## config.mk

```make
export PLATFORM = sky130hd
export DESIGN_NAME = av2_fb_port_arbiter_flat
export DESIGN_NICKNAME = d
export VERILOG_FILES = /design/src/rtl/av2_fb_port_arbiter_if.sv /design/src/rtl/av2_fb_port_arbiter.sv /design/src/flat_wrapper.sv
export SDC_FILE = /design/constraint.sdc
export NUM_CORES = 1
export LEC_CHECK = 0
export CORE_AREA = 4 4 299 301
export CTS_BUF_LIST = sky130_fd_sc_hd__clkbuf_4 sky130_fd_sc_hd__clkbuf_8
export DETAILED_ROUTE_END_ITERATION = 7
export DIE_AREA = 0 0 303 305
export GPL_ROUTABILITY_DRIVEN = 0
export HOLD_SLACK_MARGIN = 0.12
export PLACE_DENSITY_LB_ADDON = 0.2
export SLEW_MARGIN = 0
export SYNTH_ARGS = -nofsm -noshare
export SYNTH_HDL_FRONTEND = slang
export SYNTH_SLANG_ARGS = --single-unit
```

## constraint.sdc

```tcl
create_clock -name clk -period 2.1 [get_ports clk]
set_input_delay 0.42 -clock clk [delete_from_list [all_inputs] [get_ports clk]]
set_output_delay 0.42 -clock clk [all_outputs]
set_load 0.02 [all_outputs]
```

## src/rtl/av2_fb_port_arbiter_if.sv

```systemverilog
// Bundle of requester-side and memory-side signals around the frame-buffer port arbiter.
// The arbiter takes the slave view; the surrounding system takes the master view.
interface av2_fb_port_arbiter_if #(
  parameter int unsigned ADDR_WIDTH = 32,
  parameter int unsigned DATA_WIDTH = 128
);

  // Reference reader
  logic                  ref_req;
  logic [ADDR_WIDTH-1:0] ref_addr;
  logic                  ref_gnt;
  logic                  ref_rvalid;
  logic [DATA_WIDTH-1:0] ref_rdata;

  // Output-controller reader
  logic                  out_req;
  logic [ADDR_WIDTH-1:0] out_addr;
  logic                  out_gnt;
  logic                  out_rvalid;
  logic [DATA_WIDTH-1:0] out_rdata;

  // Reconstruction writer
  logic                  wr_req;
  logic [ADDR_WIDTH-1:0] wr_addr;
  logic [DATA_WIDTH-1:0] wr_data;
  logic                  wr_gnt;

  // Downstream frame-buffer controller port
  logic                  mem_valid;
  logic                  mem_we;
  logic [ADDR_WIDTH-1:0] mem_addr;
  logic [DATA_WIDTH-1:0] mem_wdata;
  logic                  mem_ready;
  logic                  mem_rvalid;
  logic [DATA_WIDTH-1:0] mem_rdata;

  // Status
  logic                  busy;
  logic                  err_unexp_rsp;

  modport slave (
    input  ref_req, ref_addr, out_req, out_addr,
    input  wr_req, wr_addr, wr_data,
    input  mem_ready, mem_rvalid, mem_rdata,
    output ref_gnt, ref_rvalid, ref_rdata,
    output out_gnt, out_rvalid, out_rdata,
    output wr_gnt,
    output mem_valid, mem_we, mem_addr, mem_wdata,
    output busy, err_unexp_rsp
  );

  modport master (
    output ref_req, ref_addr, out_req, out_addr,
    output wr_req, wr_addr, wr_data,
    output mem_ready, mem_rvalid, mem_rdata,
    input  ref_gnt, ref_rvalid, ref_rdata,
    input  out_gnt, out_rvalid, out_rdata,
    input  wr_gnt,
    input  mem_valid, mem_we, mem_addr, mem_wdata,
    input  busy, err_unexp_rsp
  );

endinterface

```

## src/rtl/av2_fb_port_arbiter.sv

```systemverilog
// Shares the frame-buffer controller port between reference reads, output reads and
// reconstruction writes; tracks outstanding reads with a tag FIFO and routes responses back.
module av2_fb_port_arbiter #(
  parameter int unsigned ADDR_WIDTH      = 32,
  parameter int unsigned DATA_WIDTH      = 128,
  parameter int unsigned MAX_OUTSTANDING = 4,
  parameter int unsigned WR_BURST_LIMIT  = 8
) (
  input  logic                    clk,
  input  logic                    rst_n,
  av2_fb_port_arbiter_if.slave    bus
);

  localparam int unsigned PTR_W = (MAX_OUTSTANDING > 1) ? $clog2(MAX_OUTSTANDING) : 1;
  localparam int unsigned CNT_W = PTR_W + 1;
  localparam int unsigned BST_W = $clog2(WR_BURST_LIMIT + 1);

  typedef enum logic {
    RD_REF = 1'b0,
    RD_OUT = 1'b1
  } rd_sel_e;

  typedef struct packed {
    logic                  valid;
    logic                  we;
    logic [ADDR_WIDTH-1:0] addr;
    logic [DATA_WIDTH-1:0] wdata;
  } stage_t;

  stage_t               stage_q, stage_d;
  logic [CNT_W-1:0]     out_cnt_q, out_cnt_d;
  logic [PTR_W-1:0]     wr_ptr_q, wr_ptr_d;
  logic [PTR_W-1:0]     rd_ptr_q, rd_ptr_d;
  logic [MAX_OUTSTANDING-1:0] tag_q;
  logic [BST_W-1:0]     burst_q, burst_d;
  rd_sel_e              rr_q, rr_d;
  logic                 busy_q;
  logic                 err_q;
  logic                 ref_rvalid_q, out_rvalid_q;
  logic [DATA_WIDTH-1:0] ref_rdata_q, out_rdata_q;

  logic    can_load;
  logic    rd_elig;
  logic    wr_win;
  logic    gnt_wr;
  logic    gnt_rd;
  rd_sel_e rd_sel;
  logic    rsp_hit;
  logic    rsp_is_out;

  // Arbitration: writes win unless a full burst has starved an eligible read.
  always_comb begin
    can_load = !stage_q.valid || bus.mem_ready;
    rd_elig  = (bus.ref_req || bus.out_req) && (out_cnt_q < CNT_W'(MAX_OUTSTANDING));
    wr_win   = bus.wr_req && !((burst_q == BST_W'(WR_BURST_LIMIT)) && rd_elig);
    gnt_wr   = can_load && wr_win;
    gnt_rd   = can_load && rd_elig && !wr_win;
    if (bus.ref_req && bus.out_req) begin
      rd_sel = rr_q;
    end else if (bus.out_req) begin
      rd_sel = RD_OUT;
    end else begin
      rd_sel = RD_REF;
    end
    rsp_hit    = bus.mem_rvalid && (out_cnt_q != '0);
    rsp_is_out = tag_q[rd_ptr_q];
  end

  // Next-state for the output stage, FIFO pointers, counters and round-robin pointer.
  always_comb begin
    stage_d   = stage_q;
    out_cnt_d = out_cnt_q;
    wr_ptr_d  = wr_ptr_q;
    rd_ptr_d  = rd_ptr_q;
    burst_d   = burst_q;
    rr_d      = rr_q;

    if (can_load) begin
      stage_d.valid = gnt_wr || gnt_rd;
      if (gnt_wr) begin
        stage_d.we    = 1'b1;
        stage_d.addr  = bus.wr_addr;
        stage_d.wdata = bus.wr_data;
      end else if (gnt_rd) begin
        stage_d.we    = 1'b0;
        stage_d.addr  = (rd_sel == RD_REF) ? bus.ref_addr : bus.out_addr;
        stage_d.wdata = '0;
      end
    end

    if (gnt_rd) begin
      wr_ptr_d = wr_ptr_q + 1'b1;
      rr_d     = (rd_sel == RD_REF) ? RD_OUT : RD_REF;
    end
    if (rsp_hit) begin
      rd_ptr_d = rd_ptr_q + 1'b1;
    end

    if (gnt_rd && !rsp_hit) begin
      out_cnt_d = out_cnt_q + 1'b1;
    end else if (!gnt_rd && rsp_hit) begin
      out_cnt_d = out_cnt_q - 1'b1;
    end

    // Burst counter only measures writes that keep a ready read waiting.
    if (!rd_elig || gnt_rd) begin
      burst_d = '0;
    end else if (gnt_wr && (burst_q < BST_W'(WR_BURST_LIMIT))) begin
      burst_d = burst_q + 1'b1;
    end
  end

  always_ff @(posedge clk or negedge rst_n) begin
    if (!rst_n) begin
      stage_q   <= '0;
      out_cnt_q <= '0;
      wr_ptr_q  <= '0;
      rd_ptr_q  <= '0;
      tag_q     <= '0;
      burst_q   <= '0;
      rr_q      <= RD_REF;
      busy_q    <= 1'b0;
      err_q     <= 1'b0;
    end else begin
      stage_q   <= stage_d;
      out_cnt_q <= out_cnt_d;
      wr_ptr_q  <= wr_ptr_d;
      rd_ptr_q  <= rd_ptr_d;
      burst_q   <= burst_d;
      rr_q      <= rr_d;
      busy_q    <= stage_d.valid || (out_cnt_d != '0);
      if (gnt_rd) begin
        tag_q[wr_ptr_q] <= (rd_sel == RD_OUT);
      end
      if (bus.mem_rvalid && (out_cnt_q == '0)) begin
        err_q <= 1'b1;
      end
    end
  end

  // Response routing: one cycle behind mem_rvalid, steered by the oldest tag.
  always_ff @(posedge clk or negedge rst_n) begin
    if (!rst_n) begin
      ref_rvalid_q <= 1'b0;
      out_rvalid_q <= 1'b0;
      ref_rdata_q  <= '0;
      out_rdata_q  <= '0;
    end else begin
      ref_rvalid_q <= rsp_hit && !rsp_is_out;
      out_rvalid_q <= rsp_hit && rsp_is_out;
      if (rsp_hit && !rsp_is_out) begin
        ref_rdata_q <= bus.mem_rdata;
      end
      if (rsp_hit && rsp_is_out) begin
        out_rdata_q <= bus.mem_rdata;
      end
    end
  end

  // Grants pulse in the cycle the stage captures; forced low while reset is held.
  assign bus.ref_gnt = rst_n && gnt_rd && (rd_sel == RD_REF);
  assign bus.out_gnt = rst_n && gnt_rd && (rd_sel == RD_OUT);
  assign bus.wr_gnt  = rst_n && gnt_wr;

  assign bus.mem_valid     = stage_q.valid;
  assign bus.mem_we        = stage_q.we;
  assign bus.mem_addr      = stage_q.addr;
  assign bus.mem_wdata     = stage_q.wdata;
  assign bus.ref_rvalid    = ref_rvalid_q;
  assign bus.ref_rdata     = ref_rdata_q;
  assign bus.out_rvalid    = out_rvalid_q;
  assign bus.out_rdata     = out_rdata_q;
  assign bus.busy          = busy_q;
  assign bus.err_unexp_rsp = err_q;

endmodule

```

## src/flat_wrapper.sv

```systemverilog
// flat-port wrapper written by rule: the top's interface ports become plain ports
module av2_fb_port_arbiter_flat 
#(
  parameter int unsigned ADDR_WIDTH      = 32,
  parameter int unsigned DATA_WIDTH      = 128,
  parameter int unsigned MAX_OUTSTANDING = 4,
  parameter int unsigned WR_BURST_LIMIT  = 8
)
  (clk, rst_n, bus_ref_req, bus_ref_addr, bus_out_req, bus_out_addr, bus_wr_req, bus_wr_addr, bus_wr_data, bus_mem_ready, bus_mem_rvalid, bus_mem_rdata, bus_ref_gnt, bus_ref_rvalid, bus_ref_rdata, bus_out_gnt, bus_out_rvalid, bus_out_rdata, bus_wr_gnt, bus_mem_valid, bus_mem_we, bus_mem_addr, bus_mem_wdata, bus_busy, bus_err_unexp_rsp);
  av2_fb_port_arbiter_if #(.ADDR_WIDTH(ADDR_WIDTH), .DATA_WIDTH(DATA_WIDTH)) bus_i ();
  input  logic clk;
  input  logic rst_n;
  input wire logic [$bits(bus_i.ref_req)-1:0] bus_ref_req;
  input wire logic [$bits(bus_i.ref_addr)-1:0] bus_ref_addr;
  input wire logic [$bits(bus_i.out_req)-1:0] bus_out_req;
  input wire logic [$bits(bus_i.out_addr)-1:0] bus_out_addr;
  input wire logic [$bits(bus_i.wr_req)-1:0] bus_wr_req;
  input wire logic [$bits(bus_i.wr_addr)-1:0] bus_wr_addr;
  input wire logic [$bits(bus_i.wr_data)-1:0] bus_wr_data;
  input wire logic [$bits(bus_i.mem_ready)-1:0] bus_mem_ready;
  input wire logic [$bits(bus_i.mem_rvalid)-1:0] bus_mem_rvalid;
  input wire logic [$bits(bus_i.mem_rdata)-1:0] bus_mem_rdata;
  output wire logic [$bits(bus_i.ref_gnt)-1:0] bus_ref_gnt;
  output wire logic [$bits(bus_i.ref_rvalid)-1:0] bus_ref_rvalid;
  output wire logic [$bits(bus_i.ref_rdata)-1:0] bus_ref_rdata;
  output wire logic [$bits(bus_i.out_gnt)-1:0] bus_out_gnt;
  output wire logic [$bits(bus_i.out_rvalid)-1:0] bus_out_rvalid;
  output wire logic [$bits(bus_i.out_rdata)-1:0] bus_out_rdata;
  output wire logic [$bits(bus_i.wr_gnt)-1:0] bus_wr_gnt;
  output wire logic [$bits(bus_i.mem_valid)-1:0] bus_mem_valid;
  output wire logic [$bits(bus_i.mem_we)-1:0] bus_mem_we;
  output wire logic [$bits(bus_i.mem_addr)-1:0] bus_mem_addr;
  output wire logic [$bits(bus_i.mem_wdata)-1:0] bus_mem_wdata;
  output wire logic [$bits(bus_i.busy)-1:0] bus_busy;
  output wire logic [$bits(bus_i.err_unexp_rsp)-1:0] bus_err_unexp_rsp;
  assign bus_i.ref_req = bus_ref_req;
  assign bus_i.ref_addr = bus_ref_addr;
  assign bus_i.out_req = bus_out_req;
  assign bus_i.out_addr = bus_out_addr;
  assign bus_i.wr_req = bus_wr_req;
  assign bus_i.wr_addr = bus_wr_addr;
  assign bus_i.wr_data = bus_wr_data;
  assign bus_i.mem_ready = bus_mem_ready;
  assign bus_i.mem_rvalid = bus_mem_rvalid;
  assign bus_i.mem_rdata = bus_mem_rdata;
  assign bus_ref_gnt = bus_i.ref_gnt;
  assign bus_ref_rvalid = bus_i.ref_rvalid;
  assign bus_ref_rdata = bus_i.ref_rdata;
  assign bus_out_gnt = bus_i.out_gnt;
  assign bus_out_rvalid = bus_i.out_rvalid;
  assign bus_out_rdata = bus_i.out_rdata;
  assign bus_wr_gnt = bus_i.wr_gnt;
  assign bus_mem_valid = bus_i.mem_valid;
  assign bus_mem_we = bus_i.mem_we;
  assign bus_mem_addr = bus_i.mem_addr;
  assign bus_mem_wdata = bus_i.mem_wdata;
  assign bus_busy = bus_i.busy;
  assign bus_err_unexp_rsp = bus_i.err_unexp_rsp;
  av2_fb_port_arbiter #(.ADDR_WIDTH(ADDR_WIDTH), .DATA_WIDTH(DATA_WIDTH), .MAX_OUTSTANDING(MAX_OUTSTANDING), .WR_BURST_LIMIT(WR_BURST_LIMIT)) u_core (.clk(clk), .rst_n(rst_n), .bus(bus_i));
endmodule
```

# [Yosys cells after proc, flatten, opt, wreduce, memory -nomap -nowiden]
# Index checks and enable logic that the tools add are counted.
[totals] ff_bits=438
[op_classes] add_sub_neg=5 n_lt_le_gt_ge=5 n_eq_ne=1 mux=16 bitwise=1 reduce_logical=37
[ops] operator="$mux 161" count=2
[ops] operator="$mux 162" count=1
[ops] operator="$mux 32" count=1
[ops] operator="$logic_and 1x1->1" count=19
[ops] operator="$mux 4" count=2
[ops] operator="$logic_not 1->1" count=7
[ops] operator="$lt 2x3->1 const B" count=2
[ops] operator="$mux 3" count=2
[ops] operator="$reduce_bool 3->1" count=2
[ops] operator="$logic_or 1x1->1" count=5
[ops] operator="$mux 1" count=5
[ops] operator="$add 2x1->2 const B" count=2
[ops] operator="$add 4x1->4 const B" count=1
[ops] operator="$bwmux 4" count=1
[ops] operator="$eq 4x4->1 const B" count=1
[ops] operator="$lt 4x4->1 const B" count=1
[ops] operator="$reduce_bool 2->1" count=2
[ops] operator="$add 3x1->3 const B" count=1
[ops] operator="$logic_not 3->1" count=1
[ops] operator="$lt 3x3->1 const B" count=1
[ops] operator="$sub 3x1->3 const B" count=1
[ops] operator="$bmux 1 s2" count=1
[ops] operator="$demux 1 s2" count=1
[ops] operator="$ge 2x1->1 const B" count=1
[ops] operator="2 further kinds" count=2

# [Longest topological paths before layout]
[logic_depth] ltp_word=13 depth_mapped=8 mapped_depth_nobuf=7

# [Worst setup path before layout]
# No wires, ideal clock.
[synth_path] kind="reg2out" from="register u_core.burst_q[0]" to="output port bus_wr_gnt" t_arrival_ps=1737 required_ps=1680 setup_slack_ps=-57 path_stages_with_launch=8 n_path_buf=2 path_cell_list="dfrtp_1 inv_1 ha_1 and3b_1 a211oi_2 buf_2 buf_2 and2_1"
[synth_via] elab_chain_cells=6
[synth_rtl] element="start: declaration" line_no="av2_fb_port_arbiter.sv:35" rtl="logic [BST_W-1:0] burst_q, burst_d;"
[synth_rtl] element="start signal: assignment" line_no="av2_fb_port_arbiter.sv:129" rtl="burst_q <= burst_d;"
[synth_rtl] element="$eq 4x4->1" line_no="av2_fb_port_arbiter.sv:55" rtl="wr_win = bus.wr_req && !((burst_q == BST_W'(WR_BURST_LIMIT)) && rd_elig);"
[synth_rtl] element="$logic_and 1x1->1" line_no="av2_fb_port_arbiter.sv:55"
[synth_rtl] element="$logic_not 1->1" line_no="av2_fb_port_arbiter.sv:55"
[synth_rtl] element="$logic_and 1x1->1" line_no="av2_fb_port_arbiter.sv:55"
[synth_rtl] element="$logic_and 1x1->1" line_no="av2_fb_port_arbiter.sv:56" rtl="gnt_wr = can_load && wr_win;"
[synth_rtl] element="$logic_and 1x1->1" line_no="av2_fb_port_arbiter.sv:163" rtl="assign bus.wr_gnt = rst_n && gnt_wr;"
[synth_rtl] element="end: declaration" line_no="flat_wrapper.sv:29" rtl="output wire logic [$bits(bus_i.wr_gnt)-1:0] bus_wr_gnt;"
# Every way passes these cells.

# [Worst setup path after layout]
[layout_path] from="register u_core.burst_q[0]" to="output port bus_ref_gnt"
[layout_via] elab_chain_cells=8
[layout_rtl] element="$eq 4x4->1" line_no="av2_fb_port_arbiter.sv:55"
[layout_rtl] element="$logic_and 1x1->1" line_no="av2_fb_port_arbiter.sv:55"
[layout_rtl] element="$logic_not 1->1" line_no="av2_fb_port_arbiter.sv:55"
[layout_rtl] element="$logic_and 1x1->1" line_no="av2_fb_port_arbiter.sv:55"
[layout_rtl] element="$logic_not 1->1" line_no="av2_fb_port_arbiter.sv:57" rtl="gnt_rd = can_load && rd_elig && !wr_win;"
[layout_rtl] element="$logic_and 1x1->1" line_no="av2_fb_port_arbiter.sv:57"
[layout_rtl] element="$logic_and 1x1->1 (2 in a row)" line_no="av2_fb_port_arbiter.sv:161" rtl="assign bus.ref_gnt = rst_n && gnt_rd && (rd_sel == RD_REF);"
[layout_rtl] element="end: declaration" line_no="flat_wrapper.sv:23" rtl="output wire logic [$bits(bus_i.ref_gnt)-1:0] bus_ref_gnt;"
# Every way passes these cells.

==> impl_metrics.csv <==
group,metric,value,unit
outcome,status,"complete, but fails checks",
outcome,violations,"negative setup slack",
die,pin_count,784,
global_route,overflow,0,
setup_path,cp-end-kind,"output port",
layout,area_growth,64.1,%
pwr,p_leak,13.5,nW
layout,stdcell_area,0.0287,mm2
worst_hold_path,worstHoldPathType,"in -> reg",
routing,routed_wl,65.0,mm
global_route,grt_pass1_vias,14800,
die,start_util,20.2,%
synthesis,synth_warnings,0,
synthesis,synth-edff-count,0,
layout,fillers,8720,
global_route,met2_usage,23.1,%
pwr,ir_drop,0.000921,V
sta,setup_ws,-0.321,ns
cts,cts_root_buffer,"clkbuf_8",
layout,final_layout_size_suffix_gt1_share,23.9,%
sta,setup_viol,3,
synthesis,ys_seq_area_share,62.6,%
setup_path,required,1.68,ns
die,floorplan.die_area,0.0924,mm2
global_route,grt_start_max_net_pins,138,
layout,final_util,33.2,%
sta,setup_tns,-0.936,ns
setup_path,worstPathCellList,"inv_1 > ha_2 > and3b_2 > o211a_1 > and3_4 > buf_6",
setup_path,criticalPathCategory,"reg -> out",
synthesis,syn_nets,1549,
setup_path,crit_path_start_kind,"flip-flop",
routing,wl_per_cell,19.7,um
cts,clk_latency,0.66,ns
setup_path,r2r_end,"u_core.bus.ref_rdata[24]",
sta,fin_skew,0.0402,ns
global_route,track_usage,13.4,%
setup_path,cpPeakStageDelay,0.38,ns
synthesis,synthDistinctLibCells,44,
sta,finalCritPeriodShare,115,%
setup_path,reg2reg_from,"u_core.rd_ptr_q[0]",
placement,hpwl,47.2,mm
global_route,grt_use_met3,5.41,%
setup_path,arrival,2.00,ns
cts,cts_tree,"done",
placement,io_buffers,783,
pwr,power_density,1510,mW/mm2
setup_path,worstPathBufferInverterCount,2,
routing,ant_nets,0,
die,core-area,0.0866,mm2
sta,drv_slew,0,
synthesis,syn_avg_cell_area,14.8,um2
worst_hold_path,min_from,"bus_wr_addr[10]",
routing,firstDrtPassIters,4,
die,fp.dieH,305,um
global_route,use_met1,15.0,%
sta,hold_viol_final,0,
cts,cts.htree.levels,3,
synthesis,netlist_instances,1181,
routing,drc_errors,0,
sta,max_freq,413,MHz
setup_path,crit_path_max_fanout,3,
setup_path,timing.reg2reg.worst_path_depth,6,
cts,clk_path_buf_depth,3,
synthesis,synthArstFlopShare,100,%
cts,numCtsBuffers,82,
placement,dp_cells,3120,
sta,tightestPinTransition,0.799,ns
sta,timing.final.crit_period,2.42,ns
die,die_x,303,um
layout,fin_nets,2441,
cts,path_clk_slew,0.06,ns
worst_hold_path,min_path_cells,3,
placement,postPlaceCellArea,0.0270,mm2
placement,dp_slack,-0.545,ns
setup_path,crit_slowest_cell,"dfrtp_1",
setup_path,crit_family,"simple AND/OR/NAND/NOR gates",
routing,drt_iter0_drc,451,
die,rows,108,
layout,final-seq-area,0.0110,mm2
cts,cts_sinks,438,
synthesis,synth-seq-cells,438,
global_route,grt_pass1_wl,95.2,mm
sta,slew-limit-headroom,46.7,%
layout,fin_cells,3295,
setup_path,regToRegSetupSlack,0.05,ns
layout,multi_input_area,0.00593,mm2
global_route,antenna_found_initial,8,
flow_run,maxCapViolations,0,
routing,via_per_inst,4.04,
worst_hold_path,min_to,"u_core.bus.mem_addr[10]",
synthesis,yosys_most_used_dff,"dfrtp_1",
routing,via_count,13300,
sta,rsz0062_at_grt,"yes",
global_route,busiest_layer,"met2",
synthesis,syn-cell-area,0.0175,mm2
[layer usage]
| layer | up-vias | part of all wire (%) |
|---|---|---|
| met2 | 604 | 49 |
| met5 | - | 0.055 |
| met1 | 6558 | 38 |
| met4 | 6 | 2.7 |
| li1 | 6035 | - |
| met3 | 116 | 10 |
[tightest hold or removal path: cells and delay by family]
kind,cells,cell delay (ns)
simple gates,1,0.05
buf+inv,1,0.39
compound gates,1,0.05
[registers in the layout, indices dropped and copies added (netlist names)]
register	count
u_core.out_cnt_q	3
u_core.burst_q	4
u_core.tag_q	4
u_core.bus.out_rvalid	1
u_core.bus.out_rdata	128
u_core.bus.mem_valid	1
u_core.wr_ptr_q	2
u_core.bus.mem_addr	32
u_core.bus.mem_we	1
u_core.bus.ref_rdata	128
u_core.bus.err_unexp_rsp	1
u_core.bus.ref_rvalid	1
u_core.rd_ptr_q	2
u_core.bus.busy	1
u_core.bus.mem_wdata	128
u_core.rr_q	1
[synth_stat cells, types with 3 or more instances]
library cell  count  area share, %
dfrtp_1         438             63
mux2_2          146            9.4
a22o_1          128            6.4
nand2_1         111            2.4
mux2_4          100            8.6
nor2_1           39           0.84
and3_1           34            1.2
buf_2            32           0.91
o31ai_1          32            1.4
clkbuf_1         17           0.36
buf_12           11            1.3
buf_8            11           0.94
inv_1            11           0.24
mux2_1           10           0.64
o21ai_0          10           0.29
ha_1              9           0.64
xnor2_1           6           0.30
buf_6             4           0.26
nand2b_1          3           0.11
[layout make-up]
type / count / area share (%)
clock inverter: 13 / 0.444
sequential: 438 / 38.1
multi-input combinational: 656 / 20.6
inverter: 11 / 0.144
timing repair buffer: 884 / 29.9
clock buffer: 134 / 5.65
tap: 1155 / 5.03
antenna: 4 / 0.0348
[kinds of logic after synthesis]
group	after synthesis	share of synthesized area [%]
xor+xnor	8	0.400
simple gates	197	4.91
buf+inv	88	4.03
fa+ha+maj	10	0.700
compound gates	181	8.56
mux	259	18.8
flops	438	62.6
[repair_timing]
action | 4_1_cts | 5_1_grt
setup endpoints to repair | 485 | 238
buffers inserted | 9 | 5
resized for setup | 441 | 21
hold endpoints to repair | 169 | 0
pin swaps | 4 | 3
hold buffers | 2 | 0
gates cloned | 5 | 4
[cells in the final DEF (no fill, tap or decap), types with 6 or more instances in the layout]
cell             count
clkbuf_4            35
and3_1              33
ha_1                 8
a22o_1             128
buf_16               9
clkbuf_8           100
buf_12              16
mux2_2             145
xnor2_1              6
dlymetal6s2s_1       8
inv_1               11
buf_4               60
buf_6               11
dlygate4sd2_1      407
dfrtp_1            438
nand2_1            111
clkdlybuf4s50_1    364
mux2_4             101
o21ai_0              8
o31ai_1             32
mux2_1              10
nor2_1              38
[how the worst max path moves through the flow]
| stage | to | depth (start not counted) | startpoint | slack, ns |
|---|---|---|---|---|
| finish | bus_ref_gnt | 6 | u_core.burst_q[0] | -0.32 |
| global placement | bus_ref_gnt | 5 | bus_ref_req | -0.52 |
| global route | bus_ref_gnt | 6 | u_core.burst_q[1] | -0.46 |
| CTS | bus_ref_gnt | 6 | u_core.burst_q[1] | -0.45 |
| detailed placement | bus_ref_gnt | 5 | bus_ref_req | -0.54 |
| floorplan | bus_wr_gnt | 7 | u_core.burst_q[0] | 0.01 |
[through the flow]
stage,total power [W],hold slack (ns)
6_report,0.0433,0.322
5_1_grt,0.0459,0.245
4_1_cts,0.0438,0.213
3_5_place_dp,0.0363,0.228
3_3_place_gp,0.0361,0.231
2_1_floorplan,0.0257,0.124
[where the power goes]
group | switching [W] | internal (W)
clock | 0.00380 | 0.00493
combinational | 0.0107 | 0.0100
sequential | 0.00182 | 0.0120
Power figures use the tool's default switching activity.
